**src/rtl/sif_arb_pkg.sv**
```systemverilog
// Shared types and helpers for the streaming round-robin arbiter.
package sif_arb_pkg;

  localparam int unsigned MAX_REQ   = 16;
  localparam int unsigned MAX_IDX_W = $clog2(MAX_REQ);

  typedef enum logic {
    IDLE  = 1'b0,
    GRANT = 1'b1
  } arb_state_e;

  typedef struct packed {
    logic                 found;
    logic [MAX_IDX_W-1:0] idx;
  } rr_pick_t;

  // First set bit of req searching upward from ptr+1, wrapping at num_req.
  function automatic rr_pick_t rr_pick(input logic [MAX_REQ-1:0]   req,
                                       input logic [MAX_IDX_W-1:0] ptr,
                                       input int unsigned          num_req);
    rr_pick_t           r;
    logic [MAX_IDX_W:0] c;
    r.found = 1'b0;
    r.idx   = '0;
    for (int unsigned k = 1; k <= num_req; k++) begin
      c = {1'b0, ptr} + (MAX_IDX_W+1)'(k);
      if (c >= (MAX_IDX_W+1)'(num_req)) c = c - (MAX_IDX_W+1)'(num_req);
      if (!r.found && req[c[MAX_IDX_W-1:0]]) begin
        r.found = 1'b1;
        r.idx   = c[MAX_IDX_W-1:0];
      end
    end
    return r;
  endfunction

endpackage

```
**src/rtl/sif_skid_buf.sv**
```systemverilog
// Two-entry registered valid/ready buffer; in_rdy is a flop, so no
// combinational path from out_rdy back to in_rdy.
module sif_skid_buf #(
  parameter int unsigned DMA_WIDTH = 64
) (
  input  logic                 clk,
  input  logic                 rst,
  input  logic                 in_vld,
  output logic                 in_rdy,
  input  logic [DMA_WIDTH-1:0] in_dat,
  output logic                 out_vld,
  input  logic                 out_rdy,
  output logic [DMA_WIDTH-1:0] out_dat
);

  logic [1:0]           count_q, count_d;
  logic [DMA_WIDTH-1:0] head_q, head_d;
  logic [DMA_WIDTH-1:0] tail_q, tail_d;
  logic                 in_rdy_q, in_rdy_d;
  logic                 push, pop;

  assign push    = in_vld && in_rdy_q;
  assign pop     = out_vld && out_rdy;
  assign out_vld = (count_q != 2'd0);
  assign out_dat = head_q;
  assign in_rdy  = in_rdy_q;

  // Next occupancy and entry contents; head is always the oldest beat.
  always_comb begin
    count_d = count_q;
    head_d  = head_q;
    tail_d  = tail_q;
    unique case ({push, pop})
      2'b10: begin
        if (count_q == 2'd0) head_d = in_dat;
        else                 tail_d = in_dat;
        count_d = count_q + 2'd1;
      end
      2'b01: begin
        head_d  = tail_q;
        count_d = count_q - 2'd1;
      end
      2'b11: begin
        if (count_q == 2'd1) begin
          head_d = in_dat;
        end else begin
          head_d = tail_q;
          tail_d = in_dat;
        end
      end
      default: ;
    endcase
    in_rdy_d = (count_d != 2'd2);
  end

  // State registers.
  always_ff @(posedge clk) begin
    if (rst) begin
      count_q  <= 2'd0;
      head_q   <= '0;
      tail_q   <= '0;
      in_rdy_q <= 1'b1;
    end else begin
      count_q  <= count_d;
      head_q   <= head_d;
      tail_q   <= tail_d;
      in_rdy_q <= in_rdy_d;
    end
  end

endmodule

```
**src/rtl/sif_rr_arb.sv**
```systemverilog
// Round-robin, burst-granular arbiter sharing one stream among NUM_REQ sources.
module sif_rr_arb
  import sif_arb_pkg::*;
#(
  parameter int unsigned NUM_REQ   = 4,
  parameter int unsigned DMA_WIDTH = 64,
  parameter int unsigned MAX_BURST = 8
) (
  input  logic                           clk,
  input  logic                           rst,
  input  logic [NUM_REQ-1:0]             req_vld,
  input  logic [NUM_REQ*DMA_WIDTH-1:0]   req_dat,
  output logic [NUM_REQ-1:0]             req_rdy,
  output logic                           dn_vld,
  output logic [DMA_WIDTH-1:0]           dn_dat,
  input  logic                           dn_rdy,
  output logic [$clog2(NUM_REQ)-1:0]     grant_id,
  output logic                           busy
);

  localparam int unsigned IDX_W = $clog2(NUM_REQ);
  localparam int unsigned CNT_W = $clog2(MAX_BURST + 1);

  arb_state_e           state_q, state_d;
  logic [IDX_W-1:0]     grant_q, grant_d;
  logic [IDX_W-1:0]     rr_q, rr_d;
  logic [CNT_W-1:0]     cnt_q, cnt_d;
  rr_pick_t             pick;
  logic                 pick_ok;
  logic                 hs;
  logic                 skid_in_vld, skid_in_rdy;
  logic [DMA_WIDTH-1:0] skid_in_dat;

  assign skid_in_vld = (state_q == GRANT) && req_vld[grant_q];
  assign skid_in_dat = req_dat[int'(grant_q)*DMA_WIDTH +: DMA_WIDTH];
  assign hs          = skid_in_vld && skid_in_rdy;
  assign req_rdy     = ((state_q == GRANT) && skid_in_rdy) ? (NUM_REQ'(1) << grant_q) : '0;
  assign grant_id    = grant_q;
  assign busy        = (state_q == GRANT) || dn_vld;

  // Arbitration decision and burst accounting.
  always_comb begin
    state_d = state_q;
    grant_d = grant_q;
    rr_d    = rr_q;
    cnt_d   = cnt_q;
    pick    = rr_pick(MAX_REQ'(req_vld), MAX_IDX_W'(rr_q), NUM_REQ);
    pick_ok = pick.found && ({1'b0, pick.idx} < (MAX_IDX_W+1)'(NUM_REQ));
    unique case (state_q)
      IDLE: begin
        if (pick_ok) begin
          grant_d = IDX_W'(pick.idx);
          rr_d    = IDX_W'(pick.idx);
          cnt_d   = '0;
          state_d = GRANT;
        end
      end
      GRANT: begin
        if (hs) begin
          cnt_d = cnt_q + CNT_W'(1);
          if (cnt_q == CNT_W'(MAX_BURST - 1)) state_d = IDLE;
        end else if (!req_vld[grant_q]) begin
          state_d = IDLE;
        end
      end
      default: state_d = IDLE;
    endcase
  end

  // State registers.
  always_ff @(posedge clk) begin
    if (rst) begin
      state_q <= IDLE;
      grant_q <= '0;
      rr_q    <= IDX_W'(NUM_REQ - 1);
      cnt_q   <= '0;
    end else begin
      state_q <= state_d;
      grant_q <= grant_d;
      rr_q    <= rr_d;
      cnt_q   <= cnt_d;
    end
  end

  sif_skid_buf #(
    .DMA_WIDTH (DMA_WIDTH)
  ) u_skid (
    .clk     (clk),
    .rst     (rst),
    .in_vld  (skid_in_vld),
    .in_rdy  (skid_in_rdy),
    .in_dat  (skid_in_dat),
    .out_vld (dn_vld),
    .out_rdy (dn_rdy),
    .out_dat (dn_dat)
  );

endmodule

```
**config.mk**
```make
export PLATFORM = sky130hd
export DESIGN_NAME = sif_rr_arb
export DESIGN_NICKNAME = d
export VERILOG_FILES = /design/src/rtl/sif_arb_pkg.sv /design/src/rtl/sif_skid_buf.sv /design/src/rtl/sif_rr_arb.sv
export SDC_FILE = /design/constraint.sdc
export NUM_CORES = 1
export LEC_CHECK = 0
export CORE_MARGIN = 3
export CORE_UTILIZATION = 46
export CTS_BUF_LIST = sky130_fd_sc_hd__clkbuf_8
export CTS_CLUSTER_SIZE = 10
export DETAILED_ROUTE_END_ITERATION = 8
export MAX_ROUTING_LAYER = met4
export PLACE_DENSITY = 0.83
export SETUP_SLACK_MARGIN = 0.02
export SYNTH_ARGS = -nofsm -noshare
export SYNTH_HDL_FRONTEND = slang
export SYNTH_HIERARCHICAL = 1
export SYNTH_SLANG_ARGS = --single-unit
```
**constraint.sdc**
```tcl
create_clock -name clk -period 2.8 [get_ports clk]
set_input_delay 0.28 -clock clk [delete_from_list [all_inputs] [get_ports clk]]
set_output_delay 0.28 -clock clk [all_outputs]
set_load 0.03 [all_outputs]
```
==> out/results.ini, run 1 <==
[outcome]
outcome = finished, final reports clean

[place]
port_buffers = 334
place.gp.congestion = 0.800
hpwlAfterDp_mm = 20.7
place_area_mm2 = 0.0124

[power_and_ir_drop]
power_density_mw_per_mm2 = 978
power_leakage_nw = 4.03
max-vdd-ir-drop_mv = 1.30

[sta]
finalHoldViolCount = 0
finalCritPeriodShare_pct = 92.7
fmax_mhz = 385
finClkSkew_ns = 0.0122
rsz0062_at_grt = false
setup_tns_ns = 0
maxSlewViolCount = 0
setup_violations = 0
slew_headroom_pct = 48.7
holdWs_ns = 0.376
tightest_slew_ns = 0.770
period_needed_ns = 2.59

[detailed_routing]
wl_per_cell_um = 21.9
firstDrtPassIters = 5
vias_per_cell = 6.39
postRouteAntennaNets = 0
drtIter0Drc = 912
num_vias = 9052
drc = 0
wl_mm = 31.1

[min_path]
hold_path.class = primary input to flop
hold_depth = 2
hold_start = rst
min_to = u_skid/tail_q[28]$_SDFFE_PP0P_

[cts]
clk_path_buf_depth = 2
clk_pin_slew_ns = 0.07
cts_resized = 0
root_buffer = clkbuf_8
worstSkewPairLatency_ns = 0.45
postCtsHoldBufs = 0
clock_sinks = 140
cts_tree = built
numCtsBuffers = 17
ctsHtreeMaxLevel = 4
cts_setup_buffers = 0

[critical_path]
path_buf_inv = 3
path_class = flop to output port
cpPeakStageDelay_ns = 0.70
path_max_fanout = 40
slowest_stage = clkdlybuf4s50_1
critical_path.cell_chain = buf_4 > inv_1 > nor3_1 > clkdlybuf4s50_1
cp_data_required_time_ns = 2.52
reg2reg_depth = 9
startpoint_type = flop
rrSetupSlack_ns = 0.36
r2r-end = u_skid/tail_q[37]$_SDFFE_PP0P_
crit-reg2reg-launch = grant_id[1]$_SDFFE_PP0P_
cp_top_family = buffers and inverters
crit_path_end_kind = output port
arrival_ns = 2.31

[global_route]
grt_pass1_wl_mm = 50.0
grt_start_max_net_pins = 73
antenna_found_initial = 0
grt-ovfl-total = 0
first_global_vias = 9138
grt.total_usage_pct = 29.4

[final_layout]
final_common_cell = clkdlybuf4s50_1
utilization_pct = 67.3
design_area_mm2 = 0.0127
fin_nets = 1421
area_delta_synth_final_pct = 42.4
drive_gt1_share_pct = 15.9
antenna_cells = 0
layout_common_cells = clkdlybuf4s50_1 (333), dfxtp_1 (138), o211ai_1 (128)

[yosys]
avgSynthCellArea_um2 = 10.1
synth_warnings = 6
seq_area_frac_synth_pct = 31.4
synth_cells = 885
ys_ff_latch = 140
yosysUniqueCellTypes = 50
netlist_area_mm2 = 0.00893
synthesis.nets = 1159

[floorplan]
pin_count = 335
coreArea_mm2 = 0.0189
die_height_um = 145
die_x_um = 145
rows = 50
initial_utilization_pct = 47.3
die_area_mm2 = 0.0211

[flow_run]
maxCapViolCount = 0

==> synth_stat cells, drive strengths merged <==
| cell | number | share of area (%) |
|---|---|---|
| nand4 | 2 | 0.14 |
| ha | 11 | 1.5 |
| a311o | 1 | 0.11 |
| nand2 | 13 | 0.71 |
| mux4 | 67 | 17 |
| mux2i | 4 | 0.45 |
| dfxtp | 140 | 31 |
| o311a | 1 | 0.13 |
| nand4b | 1 | 0.098 |
| o31ai | 65 | 5.5 |
| buf | 94 | 6.8 |
| inv | 10 | 0.42 |
| or2 | 2 | 0.14 |
| nor3 | 70 | 3.9 |
| nand3 | 5 | 0.28 |
| nor3b | 2 | 0.17 |
| o21bai | 1 | 0.084 |
| clkbuf | 34 | 1.5 |
| o2111ai | 1 | 0.098 |
| and3 | 1 | 0.070 |
| o41ai | 1 | 0.18 |
| o21ai | 66 | 3.8 |
| nor2b | 5 | 0.43 |
| a21oi | 72 | 4.1 |
| a311oi | 64 | 8.5 |
| a211oi | 1 | 0.084 |
| o22a | 1 | 0.098 |
| and2b | 1 | 0.084 |
| a31o | 1 | 0.20 |
| a31oi | 2 | 0.21 |
| nand2b | 3 | 0.21 |
| a211o | 1 | 0.11 |
| and2 | 4 | 0.28 |
| nor2 | 7 | 0.32 |
| mux2 | 1 | 0.13 |
| o211ai | 128 | 11 |
| xor2 | 2 | 0.20 |
==> area by class of cell <==
class,instances,area (µm²)
multi-input combinational,607,5390
fill,1471,6180
clock buffer,20,275
inverter,10,37.5
timing repair buffer,371,3840
sequential,140,2810
tap,260,325
clock inverter,8,33.8
==> metrics by stage <==
step	std cells	setup slack, ns	total power [mW]
finish	1416	0.206	12.4
global route	1416	0.0518	13.1
CTS	1416	0.118	12.4
detailed placement	1388	0.0574	11.1
global placement	1388	0.143	10.9
floorplan	885	0.0704	8.53
==> where the power goes <==
part / internal (mW) / switching (mW)
registers: 2.62 / 0.391
logic: 3.47 / 4.59
clock network: 0.641 / 0.728
total: 6.73 / 5.71
==> worst max path at each step <==
stage                        startpoint                              to  slack [ns]  cells after the start
2_1_floorplan  grant_id[1]$_SDFFE_PP0P_  u_skid/tail_q[10]$_SDFFE_PP0P_        0.07                     11
3_3_place_gp                 req_vld[3]  u_skid/tail_q[38]$_SDFFE_PP0P_        0.14                     10
5_1_grt        grant_id[1]$_SDFFE_PP0P_                      req_rdy[2]        0.05                      4
4_1_cts        grant_id[1]$_SDFFE_PP0P_                      req_rdy[2]        0.12                      4
3_5_place_dp                 req_vld[3]  u_skid/tail_q[37]$_SDFFE_PP0P_        0.06                     10
6_report       grant_id[1]$_SDFFE_PP0P_                      req_rdy[2]        0.21                      4
==> metal layers <==
| layer | routed length [µm] | track usage (%) | up-vias | part of all wire (%) |
|---|---|---|---|---|
| met5 | 0 | - | - | 0 |
| met4 | 535 | 7.03 | 0 | 1.7 |
| met3 | 2260 | 5.37 | 36 | 7.3 |
| met2 | 15800 | 48.1 | 444 | 51 |
| met1 | 12400 | 38.3 | 4450 | 40 |
| li1 | - | - | 4122 | - |
==> flip-flops by register name (all words and copies together) (netlist names) <==
name	cells
rr_q	2
u_skid/count_q	2
u_skid/out_dat	64
u_skid/in_rdy	1
grant_id	2
u_skid/tail_q	64
state_q	1
cnt_q	4
==> cells by family after synthesis <==
family	after synthesis	share of synthesized area, %
AND/OR/NAND/NOR	116	6.87
AO/OA/AOI/OAI	406	33.9
flip-flops	140	31.4
buffers and inverters	138	8.65
multiplexers	72	17.5
adder cells (fa/ha/maj)	11	1.54
XOR/XNOR	2	0.196
Note: power is estimated with default switching activity, not from simulation.
==> run 2: changes to the inputs <==
Settings changed: CORE_MARGIN 3 to 4, CORE_UTILIZATION 46 to 44, SYNTH_HIERARCHICAL 1 to not set.
==> out/results.ini, run 2 <==
[outcome]
outcome = finished, final reports clean

[critical_path]
startpoint_type = flop
cp_num_cells = 4  ; unchanged
cp_top_family = buffers and inverters
critPathCapture = req_rdy[2]
path_buf_inv = 3  ; unchanged
reg2reg_depth = 9  ; unchanged
critical_path.cell_chain = buf_4 > inv_1 > nor3_1 > clkdlybuf4s50_1
path_class = flop to output port
startpoint = grant_id[1]$_SDFFE_PP0P_
arrival_ns = 2.25  ; -0.06 ns
crit-reg2reg-launch = grant_id[0]$_SDFFE_PP0P_
r2r-end = u_skid.tail_q[30]$_SDFFE_PP0P_
cp_data_required_time_ns = 2.52  ; about the same
cpPeakStageDelay_ns = 0.71  ; about the same
crit_path_end_kind = output port
path_max_fanout = 34  ; -15%
rrSetupSlack_ns = 0.42  ; +0.06 ns
slowest_stage = clkdlybuf4s50_1

[sta]
slew_headroom_pct = 53.1  ; +4.4 points
finalHoldViolCount = 0  ; unchanged
finClkSkew_ns = 0.0124  ; +0.000255 ns
setup_violations = 0  ; unchanged
tightest_slew_ns = 0.703  ; -0.0667 ns
maxSlewViolCount = 0  ; unchanged
rsz0062_at_grt = false
finalCritPeriodShare_pct = 90.5  ; -2.2 points
fmax_mhz = 395  ; +2.4%
period_needed_ns = 2.53  ; -0.0613 ns

[detailed_routing]
drc = 0  ; unchanged
firstDrtPassIters = 5  ; unchanged
wl_per_cell_um = 19.0  ; -13%
vias_per_cell = 5.60  ; -12%
num_vias = 7285  ; -20%
drtIter0Drc = 445  ; -51%
wl_mm = 24.8  ; -20%
postRouteAntennaNets = 0  ; unchanged

[min_path]
hold_path.class = primary input to flop

[cts]
ctsHtreeMaxLevel = 4  ; unchanged
cts_setup_buffers = 0  ; unchanged
numCtsBuffers = 17  ; unchanged
root_buffer = clkbuf_8
cts_tree = built
clk_pin_slew_ns = 0.08  ; about the same
clk_path_buf_depth = 2  ; unchanged
clock_sinks = 140  ; unchanged
worstSkewPairLatency_ns = 0.46  ; about the same

[final_layout]
fin_nets = 1342  ; -5.6%
antenna_cells = 0  ; unchanged
layout_common_cells = clkdlybuf4s50_1 (333), dfxtp_1 (138), nand2_1 (136)
design_area_mm2 = 0.0116  ; -8.5%
seqCellArea_mm2 = 0.00281  ; about the same
multiInputGateArea_mm2 = 0.00446  ; -17%
final_common_cell = clkdlybuf4s50_1
area_delta_synth_final_pct = 52.6
num-fill-cells = 1285  ; -13%
drive_gt1_share_pct = 18.1  ; +2.2 points

[yosys]
synthTopCellsByCount = dfxtp_1 (140), nand2_1 (137), nor2_1 (79), a21oi_1 (73)
netlist_area_mm2 = 0.00763  ; -15%
synth-xor-area-share_pct = 0.345  ; +0.15 points
seq_area_frac_synth_pct = 36.8  ; +5.4 points
yosysMostFrequentCell = dfxtp_1
synth_edf_count = 0  ; unchanged
synth_top_area_share_pct = 36.8  ; +5.4 points
synthArstFlopShare_pct = 0  ; unchanged
synth.area.mux_share_pct = 20.0  ; +2.5 points
synth_area_leader_cell = dfxtp_1
yosys_most_used_dff = dfxtp_1
yosys-top-cells-area = dfxtp_1 (37%), mux4_2 (19%), a211oi_2 (11%)
synth_cells = 765  ; -14%
synthesis.nets = 1039  ; -10%
ys_ff_latch = 140  ; unchanged
synth_compound_area_share_pct = 23.6  ; -10 points
yosys.area_share.simple_pct = 12.3  ; +5.5 points
synth_top_family_by_area = compound AO/OA/AOI/OAI gates
avgSynthCellArea_um2 = 9.97  ; -1.2%
yosysUniqueCellTypes = 41  ; -18%
yosys.area_share.adder_pct = 1.80  ; +0.26 points
synth_warnings = 0  ; -6

[floorplan]
coreArea_mm2 = 0.0168  ; -11%
rows = 47  ; -6.0%
die_x_um = 140  ; -3.9%
die_area_mm2 = 0.0195  ; -7.7%
die_height_um = 140  ; -3.9%
initial_utilization_pct = 45.5  ; -1.8 points
pin_count = 335  ; unchanged

[power_and_ir_drop]
switching_share_pct = 43.9  ; -2.0 points
clkPwrFrac_pct = 13.4  ; +2.4 points
power.internal_mw = 6.99  ; +3.9%
power_leakage_nw = 4.03  ; about the same
power_frac_seq_pct = 25.9  ; +1.7 points
power_mw = 12.5  ; +0.23%
switchingPower_mw = 5.47  ; -4.1%
combPwrFrac_pct = 60.7  ; -4.1 points
power_density_mw_per_mm2 = 1070  ; +9.5%
max-vdd-ir-drop_mv = 0.561  ; -57%

[flow_run]
maxCapViolCount = 0  ; unchanged

[global_route]
antenna_found_initial = 0  ; unchanged
grt-ovfl-total = 0  ; unchanged
grt_pass1_wl_mm = 38.8  ; -22%
first_global_vias = 7719  ; -16%
grt.total_usage_pct = 25.5  ; -3.9 points
grt_start_max_net_pins = 69  ; -5.5%

[place]
port_buffers = 334  ; unchanged
hpwlAfterDp_mm = 18.3  ; -12%
place_area_mm2 = 0.0112  ; -9.5%
place.gp.congestion = 0.838  ; +4.6%

==> run 2: cell type report <==
type,instances,share of cell area [%]
clock buffer,18,2.13
inverter,10,0.323
timing repair buffer,356,31.4
clock inverter,14,1.38
tap,220,2.37
multi-input combinational,543,38.3
sequential,140,24.1
==> run 2: cells by family (layout without fill, tap and decap cells) <==
group                      after synthesis  count (layout)
muxes                                   71              71
adders and majority gates               11              11
DFF                                    140             140
and+or+nand+nor                        237             237
buffers and inverters                   82             398
AOI/OAI and AO/OA                      221             221
xor gates and xnor gates                 3               3
==> run 2: worst min path at each step <==
stage	startpoint	endpoint	depth (start not counted)
floorplan	u_skid.tail_q[0]$_SDFFE_PP0P_	u_skid.tail_q[0]$_SDFFE_PP0P_	2
global placement	u_skid.tail_q[23]$_SDFFE_PP0P_	u_skid.tail_q[23]$_SDFFE_PP0P_	2
detailed placement	u_skid.tail_q[4]$_SDFFE_PP0P_	u_skid.tail_q[4]$_SDFFE_PP0P_	2
CTS	rst	state_q$_SDFF_PP0_	2
global route	rst	u_skid.tail_q[6]$_SDFFE_PP0P_	2
finish	rst	u_skid.tail_q[62]$_SDFFE_PP0P_	2
==> run 2: power groups by stage <==
| stage | clock network, mW | registers, mW | logic (mW) |
|---|---|---|---|
| after floorplan | 0 | 4.15 | 4.24 |
| after global placement | 0 | 3.22 | 7.43 |
| after detailed placement | 0 | 3.26 | 7.58 |
| after CTS | 1.70 | 3.22 | 7.64 |
| after global routing | 1.79 | 3.33 | 8.11 |
| final | 1.67 | 3.23 | 7.57 |
==> run 2: worst reg2reg max path, cell delays in order, from the launching register on <==
cell and delay (ns):
dfxtp_4 0.37, mux4_2 0.52, nand3_2 0.10, inv_1 0.09, ha_1 0.26, a22oi_1 0.26
o21a_2 0.24, buf_12 0.22, nand2_1 0.12, a21oi_1 0.14
==> run 2: through the flow <==
| stage | cells | hold slack, ns | util (%) | worst slack [ns] | TNS, ns |
|---|---|---|---|---|---|
| detailed placement | 1269 | 0.446 | 67.0 | -0.00171 | -0.00171 |
| finish | 1301 | 0.309 | 69.4 | 0.267 | 0 |
| CTS | 1301 | 0.267 | 69.4 | 0.0993 | 0 |
| global route | 1301 | 0.316 | 69.4 | 0.0930 | 0 |
| floorplan | 765 | 0.436 | - | 0.0915 | 0 |
| global placement | 1269 | 0.440 | 67.0 | 0.122 | 0 |
==> run 2: what timing repair did <==
action,in CTS,in global routing
hold buffers,0,0
setup endpoints to repair,0,2
endpoints found under the hold margin,0,0
gates resized for setup,0,1
==> run 2: routing by layer <==
layer  part of all wire, %  track usage (%)  vias to the layer above
met4                   2.5             8.82                        0
met1                    39             28.2                     3512
li1                      -                -                     3428
met3                   6.9             7.00                       46
met5                     0                -                        -
met2                    52             44.3                      299
